[src/rtl/rom_read_sequencer.sv]
// rom_read_sequencer: streams a run of consecutive words out of the 16x4
// lookup ROM onto a valid/ready output. A credit check over the 2-entry
// output buffer plus the one-cycle ROM read latency keeps backpressure from
// ever dropping a word.
// Optional feature: define ROM_SEQ_ABORT_EN to add the 'abort' input, which
// cancels a run in RUN/DRAIN, flushes the buffer and suppresses done.
module rom_read_sequencer #(
  parameter int ADDR_W = 4,
  parameter int DATA_W = 4,
  parameter int CNT_W  = 5
) (
  input  logic              clk,
  input  logic              rst_n,
`ifdef ROM_SEQ_ABORT_EN
  input  logic              abort,
`endif
  input  logic              start,
  input  logic [ADDR_W-1:0] base_addr,
  input  logic [CNT_W-1:0]  count,
  output logic [ADDR_W-1:0] rom_raddr,
  output logic              rom_rd_en,
  input  logic [DATA_W-1:0] rom_dout,
  output logic [DATA_W-1:0] out_data,
  output logic              out_valid,
  input  logic              out_ready,
  output logic              busy,
  output logic              done
);

  typedef enum logic [1:0] {S_IDLE, S_RUN, S_DRAIN} state_t;

  state_t            r_state;
  logic [ADDR_W-1:0] r_addr;
  logic [CNT_W-1:0]  r_count;
  logic [CNT_W-1:0]  r_issued;
  logic              r_busy;
  logic              r_done;
  // A read was issued last cycle, so rom_dout carries its word this cycle.
  logic              r_vld_p1;
  // Output buffer: two entries, circular pointers, explicit occupancy.
  logic [DATA_W-1:0] r_mem_p2 [2];
  logic              r_wptr;
  logic              r_rptr;
  logic [1:0]        r_occ;

  logic              w_abort;
  logic              w_credit_ok;
  logic              w_issue;
  logic              w_wr;
  logic              w_pop;
  logic [CNT_W-1:0]  w_issued_nxt;

`ifdef ROM_SEQ_ABORT_EN
  assign w_abort = abort && (r_state != S_IDLE);
`else
  assign w_abort = 1'b0;
`endif

  // Every issued word must have a buffer slot even if out_ready stays low,
  // so words already buffered and the one in flight both consume credit.
  assign w_credit_ok  = ({1'b0, r_occ} + {2'b00, r_vld_p1}) < 3'd2;
  assign w_issue      = (r_state == S_RUN) && (r_issued < r_count) && w_credit_ok;
  assign w_issued_nxt = r_issued + CNT_W'(1);
  assign w_wr         = r_vld_p1 && !w_abort;
  assign w_pop        = out_valid && out_ready;

  assign rom_rd_en = w_issue;
  assign rom_raddr = r_addr;
  assign out_valid = (r_occ != 2'd0);
  assign out_data  = out_valid ? r_mem_p2[r_rptr] : '0;
  assign busy      = r_busy;
  assign done      = r_done;

  // Control FSM: run bookkeeping, address stepping, busy/done outputs.
  always_ff @(posedge clk or negedge rst_n) begin
    if (!rst_n) begin
      r_state  <= S_IDLE;
      r_addr   <= '0;
      r_count  <= '0;
      r_issued <= '0;
      r_busy   <= 1'b0;
      r_done   <= 1'b0;
    end else begin
      r_done <= 1'b0;
      if (w_abort) begin
        r_state <= S_IDLE;
        r_busy  <= 1'b0;
      end else begin
        case (r_state)
          S_IDLE: begin
            if (start) begin
              r_addr   <= base_addr;
              r_count  <= count;
              r_issued <= '0;
              if (count == '0) begin
                r_done <= 1'b1;
              end else begin
                r_state <= S_RUN;
                r_busy  <= 1'b1;
              end
            end
          end
          S_RUN: begin
            if (w_issue) begin
              r_addr   <= r_addr + ADDR_W'(1);
              r_issued <= w_issued_nxt;
              if (w_issued_nxt == r_count) r_state <= S_DRAIN;
            end
          end
          S_DRAIN: begin
            if (!r_vld_p1 && (r_occ == 2'd0)) begin
              r_state <= S_IDLE;
              r_busy  <= 1'b0;
              r_done  <= 1'b1;
            end
          end
          default: begin
            r_state <= S_IDLE;
            r_busy  <= 1'b0;
          end
        endcase
      end
    end
  end

  // Stage p0 -> p1: remember that a read went out this cycle.
  always_ff @(posedge clk or negedge rst_n) begin
    if (!rst_n) r_vld_p1 <= 1'b0;
    else        r_vld_p1 <= w_issue && !w_abort;
  end

  // Stage p1 -> p2: buffer pointers and occupancy; abort empties the buffer.
  always_ff @(posedge clk or negedge rst_n) begin
    if (!rst_n) begin
      r_wptr <= 1'b0;
      r_rptr <= 1'b0;
      r_occ  <= 2'd0;
    end else if (w_abort) begin
      r_wptr <= 1'b0;
      r_rptr <= 1'b0;
      r_occ  <= 2'd0;
    end else begin
      if (w_wr)  r_wptr <= ~r_wptr;
      if (w_pop) r_rptr <= ~r_rptr;
      if (w_wr && !w_pop)      r_occ <= r_occ + 2'd1;
      else if (!w_wr && w_pop) r_occ <= r_occ - 2'd1;
    end
  end

  // Stage p1 -> p2: capture the ROM word into the slot the write pointer names.
  always_ff @(posedge clk) begin
    if (w_wr) r_mem_p2[r_wptr] <= rom_dout;
  end

`ifndef SYNTHESIS
  // The credit check must make a write into a full buffer impossible.
  always_comb begin
    assert (!(w_wr && !w_pop && (r_occ == 2'd2)));
    assert (r_occ != 2'd3);
  end
`endif

endmodule

[config.mk]
export PLATFORM = sky130hd
export DESIGN_NAME = rom_read_sequencer
export DESIGN_NICKNAME = d
export VERILOG_FILES = /design/src/rtl/rom_read_sequencer.sv
export SDC_FILE = /design/constraint.sdc
export NUM_CORES = 1
export LEC_CHECK = 0
export CORE_ASPECT_RATIO = 0.8
export CORE_MARGIN = 4
export CORE_UTILIZATION = 55
export DETAILED_ROUTE_END_ITERATION = 6
export GPL_TIMING_DRIVEN = 0
export HOLD_SLACK_MARGIN = 0.02
export PLACE_DENSITY = 0.83
export SYNTH_ARGS = -nofsm -noshare
export SYNTH_HDL_FRONTEND = slang
export SYNTH_SLANG_ARGS = --single-unit
[constraint.sdc]
create_clock -name clk -period 4.3 [get_ports clk]
set_input_delay 0.86 -clock clk [delete_from_list [all_inputs] [get_ports clk]]
set_output_delay 0.86 -clock clk [all_outputs]
set_load 0.02 [all_outputs]
==> results of run 1 <==
[where the power goes]
group / internal, W / total, W / switching [W]
clock: 0.0000636 / 0.000162 / 0.0000979
sequential: 0.000419 / 0.000533 / 0.000115
combinational: 0.000352 / 0.000775 / 0.000423
total: 0.000834 / 0.00147 / 0.000636
[state kept, by name (all words and copies together), names as in the netlist]
signal,count
r_occ,2
r_issued,5
r_vld_p1,1
rom_raddr,4
r_wptr,1
r_rptr,1
r_mem_p2,8
r_state,2
done,1
r_count,5
busy,1
[cell usage after synthesis (all sizes together)]
cell | n | area share
a21oi | 2 | 0.0064
a211oi | 1 | 0.0079
clkbuf | 3 | 0.0072
nor2 | 12 | 0.029
dfrtp | 23 | 0.37
xnor2 | 5 | 0.028
nand2 | 15 | 0.036
nor3b | 1 | 0.0048
ha | 8 | 0.064
mux2 | 1 | 0.0072
a21o | 2 | 0.0095
nand2b | 1 | 0.0087
and2 | 3 | 0.012
o211ai | 1 | 0.0079
nor3 | 2 | 0.0064
or4 | 1 | 0.0048
o21ai | 14 | 0.045
a2111oi | 1 | 0.017
mux2i | 5 | 0.032
or3 | 3 | 0.012
inv | 8 | 0.019
a31oi | 2 | 0.012
buf | 1 | 0.0032
o31ai | 3 | 0.014
o221ai | 1 | 0.0056
nand3 | 4 | 0.016
nor4b | 1 | 0.0056
o2111ai | 1 | 0.0056
edfxtp | 8 | 0.15
xor2 | 5 | 0.028
o22a | 3 | 0.017
nor2b | 3 | 0.012
[logic make-up after synthesis]
group,count (synthesis),share of synthesized area
xor+xnor,10,0.0556
buf+inv,12,0.0294
simple gates,46,0.146
fa+ha+maj,8,0.0636
compound gates,31,0.148
flops,31,0.518
mux,6,0.0390
[routing by layer]
metal | GRT usage | vias up | wire length (um)
li1 | - | 578 | -
met1 | 0.255 | 576 | 1490
met2 | 0.312 | 30 | 1650
met3 | 0.0505 | 7 | 175
met4 | 0.0850 | 0 | 51
met5 | 0 | - | 0
[stage by stage]
stage,total power (W),worst slack [ns],util,instances
floorplan,0.00104,2.06,-,144
global placement,0.00127,1.42,0.693,210
detailed placement,0.00131,1.39,0.693,210
CTS,0.00148,1.01,0.711,218
global route,0.00158,0.880,0.711,218
finish,0.00147,1.03,0.711,218
[worst paths after layout]
check,startpoint,end,cells after the start
worst max register to register,r_issued[1],r_issued[3],7
min in group asynchronous,rst_n,r_state[1],1
worst min register to register,busy,busy,2
worst min-delay path,busy,busy,2
max in group asynchronous,rst_n,rom_raddr[1],1
worst max-delay path,r_count[1],rom_rd_en,7
[worst min-delay path, cell delays in order, from the launching register on]
cell and delay, ns:
dfrtp_1 0.35, nand2_1 0.05, nand2_1 0.05
[cell type report]
| class | count | area, um2 | area share |
|---|---|---|---|
| plain buffers | 4 | 16.3 | 0.00833 |
| clock buffers | 7 | 45.0 | 0.0231 |
| repair buffers | 28 | 280 | 0.144 |
| inverters | 8 | 30.0 | 0.0154 |
| flip-flops and latches | 31 | 816 | 0.418 |
| well taps | 38 | 47.5 | 0.0244 |
| multi-input cells | 101 | 712 | 0.365 |
| clock inverters | 1 | 5.00 | 0.00256 |
==> impl_results.md, run 1 <==
* Post-Route Setup TNS at 0 ns
* Outcome: finished, final reports clean
* Final Setup Violations at 0
* Synthesis-stage register bit count at 31
* RSZ-0062 raised after global routing: no
* Worst IR Drop VDD at ~0.43 mV
* Most common cell after layout, fill and taps aside: clkdlybuf4s50_1
* Design Area, Final at 0.00195 mm2
* Max Transition Viols Final at 0
* Power Density at 753 mW/mm2
* Worst hold slack at ~0.48 ns
* WL/cell at about 15 um
* Slowest-stage cell, CP: clkdlybuf4s50_1
* CP max stage delay at about 0.6 ns
* Routability cong. at between 0.7 and 0.8
* # IOs at 29
* FILL cells at ~200
* Nets at between 200 and 250
* Leakage power at 0.819 nW
* Clock Sinks at 31
* HPWL after DPL at 2.50 mm
* Vias per Instance at approximately 5.5
* Num CTS Buffers at 5
* Initial core utilization at 0.574
* Final Hold Violating Endpoints at 0
* Least-Margin Pin Slew at roughly 1.0 ns
* Largest net degree at the start of global routing at 24
* Worst-path clk slew at about 0.09 ns
* Num rows at 17
* Critical Path Sink Type: output port
* GR Overflow Total at 0
* Syn-to-layout area delta at 24.0%
* Hold-fix buffers at CTS at 0
* Clock tree buffer depth at 2
* Antenna viol nets, final at 0
* R2r setup slk at 2.29 ns
* Die Area at roughly 0.0038 mm2
* Initial DRC count at 65
* Clock Latency Late Sink at roughly 0.34 ns
* Syn_nets at roughly 170
* CP cell instances: inv_1 > ha_1 > nor2b_1 > o2111ai_1 > nand3_2 > inv_1 > clkdlybuf4s50_1
* Most frequent cells in the layout: clkdlybuf4s50_1 (28), dfrtp_1 (23), nand2_1 (15)
* Post_cts resized at 0
* # port buffers at 28
* Die extent in x at slightly below 70 um
* Critical Path RT at 3.44 ns
* CP bufs+invs at 3
* CP dominant cell by count: inv_1
* Mapped Cells at 144
* Slew headroom at 0.301
* First-pass GRT wire length at ~5.5 mm
* Mapped Avg Cell Area at 10.9 um2
* Diode count at 0
* Cell variety after synth at 35
* Max Cap Viol at 0
* DR pass1 iterations at 4
* Crit share post-route at 0.760
* Die Ht at 55.9 um
* Mapped Area at 0.00157 mm2
* GRT Util Overall at 0.198
* Post-route minimum period at between 3 and 4 ns
* Vias in the first global route at 1214
* Sequential area share after synthesis at 0.518
* Via count at approximately 1200
* Critical Path AT at about 2.4 ns
* Routed WL at roughly 3.4 mm
* Postcts setup bufs at 0
* Htree depth at 2
* Clk Tree Root Cell: clkbuf_4
* WS Path Type: reg2out
* Core region area at between 0.002 and 0.003 mm2
* Ys Warns at 0
* Setup crit start kind: register
* Share of layout cells above drive strength 1 at 0.0778
* Placed Area at roughly 0.0019 mm2
* Fin Clk Skew at around 0.0084 ns
* FMAX at slightly above 300 MHz
* DRC at 0
* Hold Path Class: reg2reg
* CTS tree: yes
* Critical path's top delay family: buffers and inverters
* Initial antenna violation count at 0
* Crit-path max FO at 6
(Power assumes the default switching activity.)
==> inputs of run 2 (changes only) <==
Settings changed: CORE_UTILIZATION 55 to 51, PLACE_DENSITY 0.83 to 0.78.
Clock period 4.3 ns to 3.2 ns, I/O delays scaled along.
==> run 2 against run 1 <==
Against the previous run: global-route usage is 1.7 points lower; die area is 6.8% higher; wire length shrank 3.8%; sequential share of layout area shrank 0.87 points; non-clock buffer count stayed put; cell area increased by 2.1%; combinational power rose by 34%; highest routed layer unchanged.
==> impl_results.md, run 2 (same netlist as run 1, synthesis figures left out) <==
* Largest net degree at the start of global routing at 24
* Vias in the first global route at around 1300
* Clock power frac at 0.149
* RR Startpoint: r_issued[1]
* Hold Path Class: reg2reg
* Postcts setup bufs at 0
* Setup crit start kind: register
* WS Path Type: reg2out
* Nets at roughly 200
* Crit-path max FO at 6
* RSZ-0062 raised after global routing: no
* CP cell instances: inv_1 > ha_1 > nor2b_1 > o2111ai_1 > nand3_2 > inv_1 > clkdlybuf4s50_1
* Cell total after placement at 210
* Clock Latency Late Sink at about 0.28 ns
* Vias per Instance at about 5.3
* Initial DRC count at between 70 and 80
* Die Ht at between 50 and 60 um
* Fin Clk Skew at about 0.0077 ns
* Reg with most FFs: r_mem_p2
* Clk Tree Root Cell: clkbuf_8
* Antenna viol nets, final at 0
* Slowest-stage cell, CP: clkdlybuf4s50_1
* Die Area at 0.00404 mm2
* Critical Path AT at approximately 2.3 ns
* Htree depth at 2
* FF-to-FF End: r_issued[3]
* Via count at between 1000 and 1500
* Worst-path clk slew at roughly 0.06 ns
* GRT Util Overall at 0.181
* Critical Path Start: r_count[1]
* End point of the critical path: rom_rd_en
* Slew headroom at 0.296
* HPWL after DPL at about 2.5 mm
* Max FFs per register at 8
* Design Area, Final at ~0.002 mm2
* Crit share post-route at 0.922
* CP bufs+invs at 3
* GR Overflow Total at 0
* Internal power at 0.00121 W
* Most common cell after layout, fill and taps aside: clkdlybuf4s50_1
* Clock Sinks at 31
* Net Sw Frac at 0.412
* Post-Route Setup TNS at 0 ns
* Final Hold Violating Endpoints at 0
* WP depth at 7
* Power Density at just over 1000 mW/mm2
* Least-Margin Pin Slew at approximately 1.1 ns
* WL/cell at 14.9 um
* Critical path's top delay family: buffers and inverters
* Share of layout cells above drive strength 1 at 0.0833
* # IOs at 29
* Routed WL at ~3.2 mm
* Hold-fix buffers at CTS at 0
* Flop pwr share at 0.348
* Leakage power at approximately 0.84 nW
* Critical Path RT at approximately 2.6 ns
* Worst IR Drop VDD at between 0.5 and 0.6 mV
* First-pass GRT wire length at 5.78 mm
* Post_cts resized at 0
* Max Cap Viol at 0
* Sequential Area at slightly above 800 um2
* Largest registers: r_mem_p2 x8, r_count x5, r_issued x5
* Footprint of the multi-input gates at just over 700 um2
* Post-route minimum period at between 2 and 3 ns
* Num CTS Buffers at 5
* CP max stage delay at 0.61 ns
* CP dominant cell by count: inv_1
* Initial core utilization at 0.552
* Initial antenna violation count at 0
* Diode count at 0
* FMAX at 339 MHz
* DRC at 0
* Most frequent cells in the layout: clkdlybuf4s50_1 (28), dfrtp_1 (23), nand2_1 (15)
* Final Setup Violations at 0
* Max Transition Viols Final at 0
* Fin cells at between 200 and 250
* Combinational fraction of design power at 0.503
* CTS tree: yes
* Placed Area at 0.00190 mm2
* # port buffers at 28
* Outcome: finished, final reports clean
* Die extent in x at around 70 um
* DR pass1 iterations at 4
* Num rows at 17
* Critical Path Sink Type: output port
* Clock tree buffer depth at 2
* Core region area at 0.00285 mm2
* Syn-to-layout area delta at 26.6%
* FILL cells at 219
* Switching pwr at between 0.0008 and 0.0009 W
* R2r setup slk at between 1 and 1.5 ns
* Routability cong. at ~0.82
* R2R cell count at 7
run 2: cell counts in the layout (fill, tap and decap cells not counted):
Identical to the previous run, type by type.
run 2: final cells by class:
type                    instances  share of cell area
multi-input cells             101               0.357
plain buffers                   4             0.00816
inverters                       8              0.0151
flip-flops and latches         31               0.409
repair buffers                 28               0.141
clock buffers                   7              0.0433
well taps                      38              0.0239
clock inverters                 1             0.00251
run 2: worst min path at each step:
| stage | start | to | slack (ns) | cells after the start |
|---|---|---|---|---|
| after floorplan | rst_n | busy | 0.34 | 0 |
| after global placement | busy | busy | 0.46 | 2 |
| after detailed placement | busy | busy | 0.47 | 2 |
| after CTS | busy | busy | 0.49 | 2 |
| after global routing | r_wptr | r_wptr | 0.52 | 1 |
| final | busy | busy | 0.48 | 2 |
run 2: metrics by stage:
step	total power [W]	hold slack [ns]	utilization	setup slack, ns
floorplan	0.00140	0.344	-	1.18
global placement	0.00171	0.463	0.667	0.536
detailed placement	0.00177	0.471	0.667	0.528
CTS	0.00209	0.488	0.699	0.222
global route	0.00224	0.517	0.699	0.0658
finish	0.00206	0.484	0.699	0.248
run 2: layer usage:
| metal | vias up | global-route usage | wire length (um) | share of wire |
|---|---|---|---|---|
| met2 | 24 | 0.308 | 1630 | 0.50 |
| met5 | - | 0 | 0 | 0 |
| met4 | 0 | 0.0410 | 12 | 0.0037 |
| met3 | 2 | 0.0607 | 135 | 0.042 |
| li1 | 580 | - | - | - |
| met1 | 560 | 0.226 | 1470 | 0.45 |
run 2: power groups by stage:
stage	clock [W]	combinational, W	sequential, W
after floorplan	0	0.000679	0.000722
after global routing	0.000339	0.00116	0.000741
final	0.000308	0.00104	0.000717
after CTS	0.000320	0.00105	0.000717
after global placement	0	0.000994	0.000712
after detailed placement	0	0.00104	0.000723
run 2: worst min-delay path, stage by stage (launching register included):
cell and delay [ns]:
dfrtp_1 0.34, nand2_1 0.06, nand2_1 0.06
